**config.mk**
```make
export PLATFORM = sky130hd
export DESIGN_NAME = dig_scan_ctrl
export DESIGN_NICKNAME = d
export VERILOG_FILES = /design/src/rtl/dig_scan_pkg.sv /design/src/rtl/dig_scan_ctrl_tick_gen.sv /design/src/rtl/dig_scan_ctrl.sv
export SDC_FILE = /design/constraint.sdc
export NUM_CORES = 1
export LEC_CHECK = 0
export CORE_MARGIN = 8
export CORE_UTILIZATION = 27
export CTS_BUF_LIST = sky130_fd_sc_hd__clkbuf_8
export DETAILED_ROUTE_END_ITERATION = 12
export SLEW_MARGIN = 20
export SYNTH_ARGS = -nofsm -noshare
export SYNTH_HDL_FRONTEND = slang
export SYNTH_SLANG_ARGS = --single-unit
```
**constraint.sdc**
```tcl
create_clock -name clk -period 3.1 [get_ports clk]
set_clock_uncertainty 0.15 [all_clocks]
set_input_delay 0.465 -clock clk [delete_from_list [all_inputs] [get_ports clk]]
set_output_delay 0.465 -clock clk [all_outputs]
set_load 0.1 [all_outputs]
```
**src/rtl/dig_scan_pkg.sv**
```systemverilog
// Shared types and constants for the 8-digit display scan controller.
// Optional macro DIG_SCAN_LZ_SUPPRESS_EN enables the leading-zero suppression helper.
package dig_scan_pkg;

  typedef enum logic [1:0] {
    IDLE  = 2'd0,
    BLANK = 2'd1,
    SHOW  = 2'd2
  } scan_state_t;

  localparam int NUM_DIGITS = 8;
  localparam int SEL_W      = 3;
  localparam int DIGIT_W    = 4;

`ifdef DIG_SCAN_LZ_SUPPRESS_EN
  // Clears mask bits of zero digits above the most significant nonzero one; digit 0 always kept.
  function automatic logic [NUM_DIGITS-1:0] lz_suppress(
    input logic [NUM_DIGITS*DIGIT_W-1:0] d,
    input logic [NUM_DIGITS-1:0]         m
  );
    logic [NUM_DIGITS-1:0] r;
    logic                  seen;
    r    = m;
    seen = 1'b0;
    for (int k = NUM_DIGITS - 1; k >= 1; k--) begin
      if (d[k*DIGIT_W +: DIGIT_W] != {DIGIT_W{1'b0}}) begin
        seen = 1'b1;
      end else begin
        seen = seen;
      end
      if (!seen) begin
        r[k] = 1'b0;
      end else begin
        r[k] = r[k];
      end
    end
    return r;
  endfunction
`endif

endpackage

```
**src/rtl/dig_scan_ctrl_tick_gen.sv**
```systemverilog
// Prescaler producing a one-cycle tick every DIV clocks; held at zero while clr is high.
module tick_gen #(
  parameter int DIV = 50000
) (
  input  logic clk,
  input  logic rst,
  input  logic clr,
  output logic tick
);

  localparam int            CW   = (DIV > 1) ? $clog2(DIV) : 1;
  localparam logic [CW-1:0] LAST = CW'(DIV - 1);

  logic [CW-1:0] cnt_q;
  logic [CW-1:0] cnt_d;
  logic          at_last_s;

  assign at_last_s = (cnt_q == LAST);
  assign tick      = at_last_s && !clr;

  // Next count: wrap at DIV-1, forced to zero while cleared.
  always_comb begin
    cnt_d = cnt_q;
    if (clr || at_last_s) begin
      cnt_d = '0;
    end else begin
      cnt_d = cnt_q + CW'(1);
    end
  end

  // Count register.
  always_ff @(posedge clk or posedge rst) begin
    if (rst) begin
      cnt_q <= '0;
    end else begin
      cnt_q <= cnt_d;
    end
  end

endmodule

```
**src/rtl/dig_scan_ctrl.sv**
```systemverilog
// Multiplexed 8-digit scan controller: drives dec3to8 sel/en with blanking gaps and frame-coherent digit data.
// Define DIG_SCAN_LZ_SUPPRESS_EN to blank leading zero digits (computed at each shadow load).
module dig_scan_ctrl
  import dig_scan_pkg::*;
#(
  parameter int DIV         = 50000,
  parameter int BLANK_TICKS = 1,
  parameter int SHOW_TICKS  = 4
) (
  input  logic                          clk,
  input  logic                          rst,
  input  logic                          run,
  input  logic [NUM_DIGITS*DIGIT_W-1:0] digits,
  input  logic [NUM_DIGITS-1:0]         digit_mask,
  output logic [SEL_W-1:0]              sel,
  output logic                          en,
  output logic [DIGIT_W-1:0]            digit,
  output logic                          frame_done
);

  localparam int MAX_TICKS = (BLANK_TICKS > SHOW_TICKS) ? BLANK_TICKS : SHOW_TICKS;
  localparam int TCW       = $clog2(MAX_TICKS + 1);

  localparam logic [TCW-1:0]   BLANK_LAST = TCW'(BLANK_TICKS - 1);
  localparam logic [TCW-1:0]   SHOW_LAST  = TCW'(SHOW_TICKS - 1);
  localparam logic [SEL_W-1:0] SEL_LAST   = SEL_W'(NUM_DIGITS - 1);

  scan_state_t                   state_q, state_d;
  logic [SEL_W-1:0]              sel_q, sel_d;
  logic                          en_q, en_d;
  logic [DIGIT_W-1:0]            digit_q, digit_d;
  logic                          frame_done_q, frame_done_d;
  logic [TCW-1:0]                tcnt_q, tcnt_d;
  logic [NUM_DIGITS*DIGIT_W-1:0] shd_digits_q, shd_digits_d;
  logic [NUM_DIGITS-1:0]         shd_mask_q, shd_mask_d;
  logic [NUM_DIGITS-1:0]         eff_mask_s;
  logic                          load_s;
  logic                          tick_s;
  logic                          clr_s;

`ifdef DIG_SCAN_LZ_SUPPRESS_EN
  assign eff_mask_s = lz_suppress(digits, digit_mask);
`else
  assign eff_mask_s = digit_mask;
`endif

  assign clr_s = (state_q == IDLE);

  tick_gen #(
    .DIV (DIV)
  ) u_tick_gen (
    .clk  (clk),
    .rst  (rst),
    .clr  (clr_s),
    .tick (tick_s)
  );

  // Scan FSM, tick counter, shadow reload and next values of the registered outputs.
  always_comb begin
    state_d      = state_q;
    sel_d        = sel_q;
    tcnt_d       = tcnt_q;
    frame_done_d = 1'b0;
    load_s       = 1'b0;
    shd_digits_d = shd_digits_q;
    shd_mask_d   = shd_mask_q;

    if (!run) begin
      state_d = IDLE;
      sel_d   = '0;
      tcnt_d  = '0;
    end else begin
      case (state_q)
        IDLE: begin
          state_d = BLANK;
          sel_d   = '0;
          tcnt_d  = '0;
          load_s  = 1'b1;
        end
        BLANK: begin
          if (tick_s && (tcnt_q == BLANK_LAST)) begin
            state_d = SHOW;
            tcnt_d  = '0;
          end else if (tick_s) begin
            tcnt_d = tcnt_q + TCW'(1);
          end else begin
            tcnt_d = tcnt_q;
          end
        end
        SHOW: begin
          if (tick_s && (tcnt_q == SHOW_LAST)) begin
            // Frame wrap reloads the shadows in the same cycle sel returns to 0.
            state_d      = BLANK;
            tcnt_d       = '0;
            sel_d        = sel_q + SEL_W'(1);
            frame_done_d = (sel_q == SEL_LAST);
            load_s       = (sel_q == SEL_LAST);
          end else if (tick_s) begin
            tcnt_d = tcnt_q + TCW'(1);
          end else begin
            tcnt_d = tcnt_q;
          end
        end
        default: begin
          state_d = IDLE;
          sel_d   = '0;
          tcnt_d  = '0;
        end
      endcase
    end

    if (load_s) begin
      shd_digits_d = digits;
      shd_mask_d   = eff_mask_s;
    end else begin
      shd_digits_d = shd_digits_q;
      shd_mask_d   = shd_mask_q;
    end

    en_d = (state_d == SHOW) && shd_mask_d[sel_d];
    if (state_d == IDLE) begin
      digit_d = '0;
    end else begin
      digit_d = shd_digits_d[sel_d*DIGIT_W +: DIGIT_W];
    end
  end

  // State, counter, shadow and output registers.
  always_ff @(posedge clk or posedge rst) begin
    if (rst) begin
      state_q      <= IDLE;
      sel_q        <= '0;
      en_q         <= 1'b0;
      digit_q      <= '0;
      frame_done_q <= 1'b0;
      tcnt_q       <= '0;
      shd_digits_q <= '0;
      shd_mask_q   <= '0;
    end else begin
      state_q      <= state_d;
      sel_q        <= sel_d;
      en_q         <= en_d;
      digit_q      <= digit_d;
      frame_done_q <= frame_done_d;
      tcnt_q       <= tcnt_d;
      shd_digits_q <= shd_digits_d;
      shd_mask_q   <= shd_mask_d;
    end
  end

  assign sel        = sel_q;
  assign en         = en_q;
  assign digit      = digit_q;
  assign frame_done = frame_done_q;

endmodule

```
======== Word level (Yosys, flattened, before mapping) ========
Index checks and enable logic that the tools add are counted.
storage, ports and cells
  bits in registers ....................... 70
  bits of input ports ..................... 43
  output and inout bits ................... 9
  logic and storage cells ................. 52
operators by class
  add/sub/neg operators ................... 3
  magnitude comparators ................... 1
  eq/ne operators ......................... 6
  shift operators ......................... 1
  multiplexer cells ....................... 23
  reductions and logical operators ........ 9
operator list
  cell                                                        number
  2-to-1 mux 32 bit                                           1
  indexed part select 32 x 6 -> 4 bit                         1
  2-to-1 mux 3 bit                                            6
  adder 16 x 1 -> 16 bit, second input constant               1
  == test 16 bit, second input constant                       1
  2-to-1 mux 16 bit                                           1
  case mux 3 bit (2 select lines)                             2
  2-to-1 mux 8 bit                                            1
  adder 3 x 1 -> 3 bit, second input constant                 2
  2-to-1 mux 2 bit                                            3
  case mux 2 bit (3 select lines)                             1
  2-to-1 mux 1 bit                                            5
  == test 2 bit, second input constant                        2
  logical AND 1 bit                                           4
  zero test 2 bit                                             2
  less-than comparator 3 x 4 -> 1 bit, second input constant  1
  2-to-1 mux 4 bit                                            1
  binary-select mux 1 bit (select 3 bit)                      1
  == test 3 x 2 -> 1 bit, second input constant               1
  == test 3 bit, second input constant                        1
  zero test 3 bit                                             1
  == test 2 x 1 -> 1 bit, second input constant               1
  case mux 1 bit (2 select lines)                             1
  zero test 1 bit                                             1
  logical OR 1 bit                                            1

======== Longest topological paths before layout ========
  word-level depth ........................ 11
  depth in mapped cells ................... 12
  mapped depth without buffers ............ 10

======== Modules after synthesis ========
From an unflattened synthesis, not the netlist that was laid out.
unflattened totals
  cells, all modules ...................... 303
  area total of the unflattened synthesis .. 3,518.4 um2
modules (own cells, without submodules)
  module         instances  cells an instance  area each (um2)
  dig_scan_ctrl  1          220                2,707.6
  tick_gen       1          83                 810.8

======== Least setup slack after synthesis ========
OpenSTA, ideal clock, no wires.
  path type ............................... register to register
  from .................................... register sel_q[0] (netlist: sel[0])
  to ...................................... register en_q (netlist: en)
  arrival time ............................ 2.955 ns
  setup slack ............................. -0.131 ns
  stages on the path, launching flop included .. 10
  path through ............................ dfrtp_1 ha_1 ha_1 and3_1 clkbuf_1 a21oi_2 nor2_2 mux4_2 mux2i_1 o22ai_1
on the way
  word-level cells in the longest chain between the ends .. 8
  elaborated cells between the ends (all ways) .. 12
  classes of those cells .................. add/sub: 1; eq/ne: 1; mux: 9; reduce/logical: 1
RTL lines
  what                                                          RTL line              source
  start, declared                                               dig_scan_ctrl.sv:29   logic [SEL_W-1:0] sel_q, sel_d;
  start signal, assigned                                        dig_scan_ctrl.sv:141  sel_q <= sel_d;
  branches (longest 5 deep; another with adder 3 x 1 -> 3 bit)  n/a
  binary-select mux 1 bit (select 3 bit) (*)                    dig_scan_ctrl.sv:120  en_d = (state_d == SHOW) && shd_mask_d[sel_d];
  2-to-1 mux 1 bit (not written as such) (*)                    dig_scan_ctrl.sv:120
  logical AND 1 bit (*)                                         dig_scan_ctrl.sv:120
  named net en_d                                                dig_scan_ctrl.sv:30   logic en_q, en_d;
  end signal, assigned                                          dig_scan_ctrl.sv:142  en_q <= en_d;
  end, declared                                                 dig_scan_ctrl.sv:30
Mark *: on every way through the listed nets, which the timed path passes. The select of a mux whose other input is x is not followed.

======== Final worst setup path ========
  from .................................... register tcnt_q[0]
  to ...................................... register digit_q[2] (netlist: digit[2])
on the way
  word-level cells in the longest chain between the ends .. 8
  elaborated cells between the ends (all ways) .. 18
  classes of those cells .................. eq/ne: 1; shift: 1; mux: 12; reduce/logical: 4
RTL lines
  what                                 RTL line              source
  start, declared                      dig_scan_ctrl.sv:33   logic [TCW-1:0] tcnt_q, tcnt_d;
  start signal, assigned               dig_scan_ctrl.sv:145  tcnt_q <= tcnt_d;
  == test 3 x 2 -> 1 bit               dig_scan_ctrl.sv:91   if (tick_s && (tcnt_q == SHOW_LAST)) begin
  logical AND 1 bit                    dig_scan_ctrl.sv:91
  2-to-1 mux 1 bit                     dig_scan_ctrl.sv:91
  case mux 1 bit (2 select lines)      dig_scan_ctrl.sv:73   case (state_q)
  2-to-1 mux 1 bit                     dig_scan_ctrl.sv:68   if (!run) begin
  2-to-1 mux 32 bit                    dig_scan_ctrl.sv:112  if (load_s) begin
  indexed part select 32 x 6 -> 4 bit  dig_scan_ctrl.sv:124  digit_d = shd_digits_d[sel_d*DIGIT_W +: DIGIT_W];
  2-to-1 mux 4 bit (*)                 dig_scan_ctrl.sv:121  if (state_d == IDLE) begin
  named net digit_d[2]                 dig_scan_ctrl.sv:31   logic [DIGIT_W-1:0] digit_q, digit_d;
  end signal, assigned                 dig_scan_ctrl.sv:143  digit_q <= digit_d;
  end, declared                        dig_scan_ctrl.sv:31
Mark *: on every way through the listed nets, which the timed path passes. The rest lies on a longest branch.

==> run_results.csv <==
group,metric,value,unit
synthesis,synthCells,431,
route,route.detailed.drc,0,
sta,timing.final.ws_setup,0.166,ns
synthesis,netlist-cell-type-count,52,
sta,slew_viol_final,0,
worst_setup_path,worstSetupEndpointType,"register",
final_layout,syn2layout_area_growth,25.4,%
route,drt-pass1-iter-count,5,
global_routing,grt_usage,11.9,%
final_layout,multiInputGateArea,2150,um2
global_routing,grt_pass1_wl,18900,um
synthesis,synth_area,4070,um2
final_layout,nFillCells,1526,
synthesis,synth.avg_cell_area,9.43,um2
global_routing,antenna_found_initial,0,
clock_tree,post_cts_buffers,0,
global_routing,grt_pass1_vias,3587,
sta,fin_crit,2.93,ns
synthesis,synth-edff-count,0,
sta,max_freq,341,MHz
final_layout,ff_latch_area,1760,um2
synthesis,synth-compound-area-share,15.0,%
floorplan,die_h,139,um
synthesis,synth_seq_cells,70,
worst_setup_path,required,3.20,ns
synthesis,synth-seq-area-share,43.1,%
sta,setup_violations,0,
sta,fin_tns_setup,0,ns
final_layout,nets,541,
synthesis,synthXorXnorAreaFrac,3.23,%
synthesis,syn_nets,484,
floorplan,num_rows,45,
global_routing,grt_max_degree,39,
clock_tree,clock-sinks,70,
clock_tree,cts_made_buffers,9,
placement,portBuffers,51,
floorplan,start_util,27.2,%
route,vias,3587,
route,wl,11300,um
clock_tree,clock_latency,0.34,ns
synthesis,async_flop_share,100,%
floorplan,ios,52,
clock_tree,htree_levels,3,
worst_setup_path,crit_arrival,3.04,ns
clock_tree,clk_pin_slew_worst_paths,0.08,ns
pwr,total_power,2.26,mW
sta,max-slew-margin-rel,49.9,%
pwr,irDropWorstVdd,0.240,mV
placement,place_congestion,0.867,
final_layout,antenna_cells,0,
clock_tree,root_buffer,"clkbuf_8",
clock_tree,cts_tree,"done",
flow_run,maxCapViolations,0,
synthesis,yosysTopAreaCell,"dfrtp_1",
synthesis,synth_top_family_by_area,"simple AND/OR/NAND/NOR gates",
placement,dp_slack,0.00995,ns
sta,hold_viol,0,
sta,rsz0062_at_grt,"false",
final_layout,drive_above_1_share,14.8,%
floorplan,dieArea,19200,um2
sta,period_share,94.7,%
synthesis,synth_flop_cell,"dfrtp_1",
synthesis,synth_area_leaders,"dfrtp_1 (43%), nand2_1 (5.7%), nand3_1 (4.9%), mux2i_1 (3.9%), ha_1 (3.1%)",
floorplan,die_x,139,um
worst_setup_path,cp-start-kind,"register",
min_path,hp-class,"register to register",
floorplan,coreArea,15000,um2
route,drt-vias-per-instance,5.28,
pwr,p_leak,2.24,nW
synthesis,synth.area.mux_share,7.35,%
worst_setup_path,critPathKind,"register to register",
sta,worst_pin_slew,0.750,ns
synthesis,synthTopCellsByCount,"dfrtp_1 (70), nand2_1 (62), nand3_1 (40), nor2_1 (27), nand4_1 (20)",
route,drt.antenna.violating_nets,0,
worst_setup_path,worstPathMaxFanout,14,
placement,hpwl,8200,um
global_routing,grt_overflow,0,
route,drtIter0Drc,355,
synthesis,yosys.area.top_type_share,43.1,%
route,wl_per_cell,16.6,um
clock_tree,cts_buffer_depth,2,
synthesis,yosysWarnings,0,
status,status,"finished, final reports clean",
pwr,power_density,443,nW/um2
clock_tree,postCtsHoldBufs,0,
synthesis,synthSimpleGateAreaFrac,23.5,%
synthesis,synthAdderAreaFrac,3.08,%
synthesis,yosysMostFrequentCell,"dfrtp_1",
==> per-layer routing <==
| layer | GRT usage (%) | wire length [um] |
|---|---|---|
| met1 | 15.0 | 5070 |
| met2 | 19.9 | 5500 |
| met3 | 2.58 | 603 |
| met4 | 3.41 | 128 |
| met5 | 0 | 0 |
==> path summary, 6_finish.rpt <==
check / depth (start not counted) / start / slack [ns] / to
max: 10 / tcnt_q[0] / 0.17 / digit[2]
min: 1 / u_tick_gen.cnt_q[0] / 0.32 / u_tick_gen.cnt_q[0]
max reg2reg: 10 / tcnt_q[0] / 0.17 / digit[2]
min reg2reg: 1 / u_tick_gen.cnt_q[0] / 0.32 / u_tick_gen.cnt_q[0]
max in group asynchronous: 3 / rst / 1.69 / shd_digits_q[16]
min in group asynchronous: 2 / rst / 0.44 / u_tick_gen.cnt_q[12]
==> timing repair <==
item                       4_1_cts  5_1_grt
setup endpoints to repair        1        5
gates cloned                     0        0
pin swaps                        0        3
resized for setup                1        9
==> worst max-delay path, stage by stage (launching register included) <==
cell      delay, ns
dfrtp_1        0.41
ha_1           0.21
ha_1           0.23
buf_4          0.18
and3_1         0.21
a21oi_2        0.49
nor2_2         0.18
buf_4          0.24
a311oi_1       0.23
a211oi_1       0.10
a211oi_1       0.21
==> logic make-up after synthesis <==
family / count (synthesis)
adders and majority gates: 10
DFF: 70
and+or+nand+nor: 186
muxes: 24
buffers and inverters: 45
xor gates and xnor gates: 15
AOI/OAI and AO/OA: 81
==> power by group <==
group / total [mW] / switching (mW) / internal (mW) / leakage [nW]
Sequential: 1.05 / 0.0469 / 1.00 / 0.892
Clock: 0.806 / 0.359 / 0.447 / 0.0973
Combinational: 0.403 / 0.233 / 0.170 / 1.25
==> flip-flops by register name, indices dropped and copies added (netlist names) <==
signal / cells
digit: 4
en: 1
frame_done: 1
sel: 3
shd_digits_q: 32
shd_mask_q: 8
state_q: 2
tcnt_q: 3
u_tick_gen.cnt_q: 16
==> through the flow <==
step                util (%)  hold WS (ns)  instance area (um2)  cells
floorplan                  -         0.283                 4070    431
global placement        32.4         0.305                 4860    665
detailed placement      32.4         0.301                 4860    665
CTS                     33.9         0.322                 5070    680
global route            34.0         0.338                 5100    680
finish                  34.0         0.322                 5100    680
==> placed cells by master (no fill, tap or decap), types with 9 or more instances in the layout <==
cell,instances
a211oi_1,9
clkbuf_8,9
and3_1,19
nand4_1,20
inv_1,14
xnor2_1,9
ha_1,10
o211ai_1,16
dfrtp_1,66
o21ai_0,13
a21oi_1,13
nand3_1,40
nand2_1,62
clkdlybuf4s50_1,42
nor2_1,27
buf_4,29
mux2i_1,16
==> layout make-up <==
cell class              instances  share of cell area, %
inverters                      18                   1.37
well taps                     188                   4.61
clock buffers                   9                   2.43
flip-flops and latches         70                   34.5
clock inverters                 6                   1.72
repair buffers                 73                   13.3
multi-input cells             316                   42.1
(Power assumes the default switching activity.)
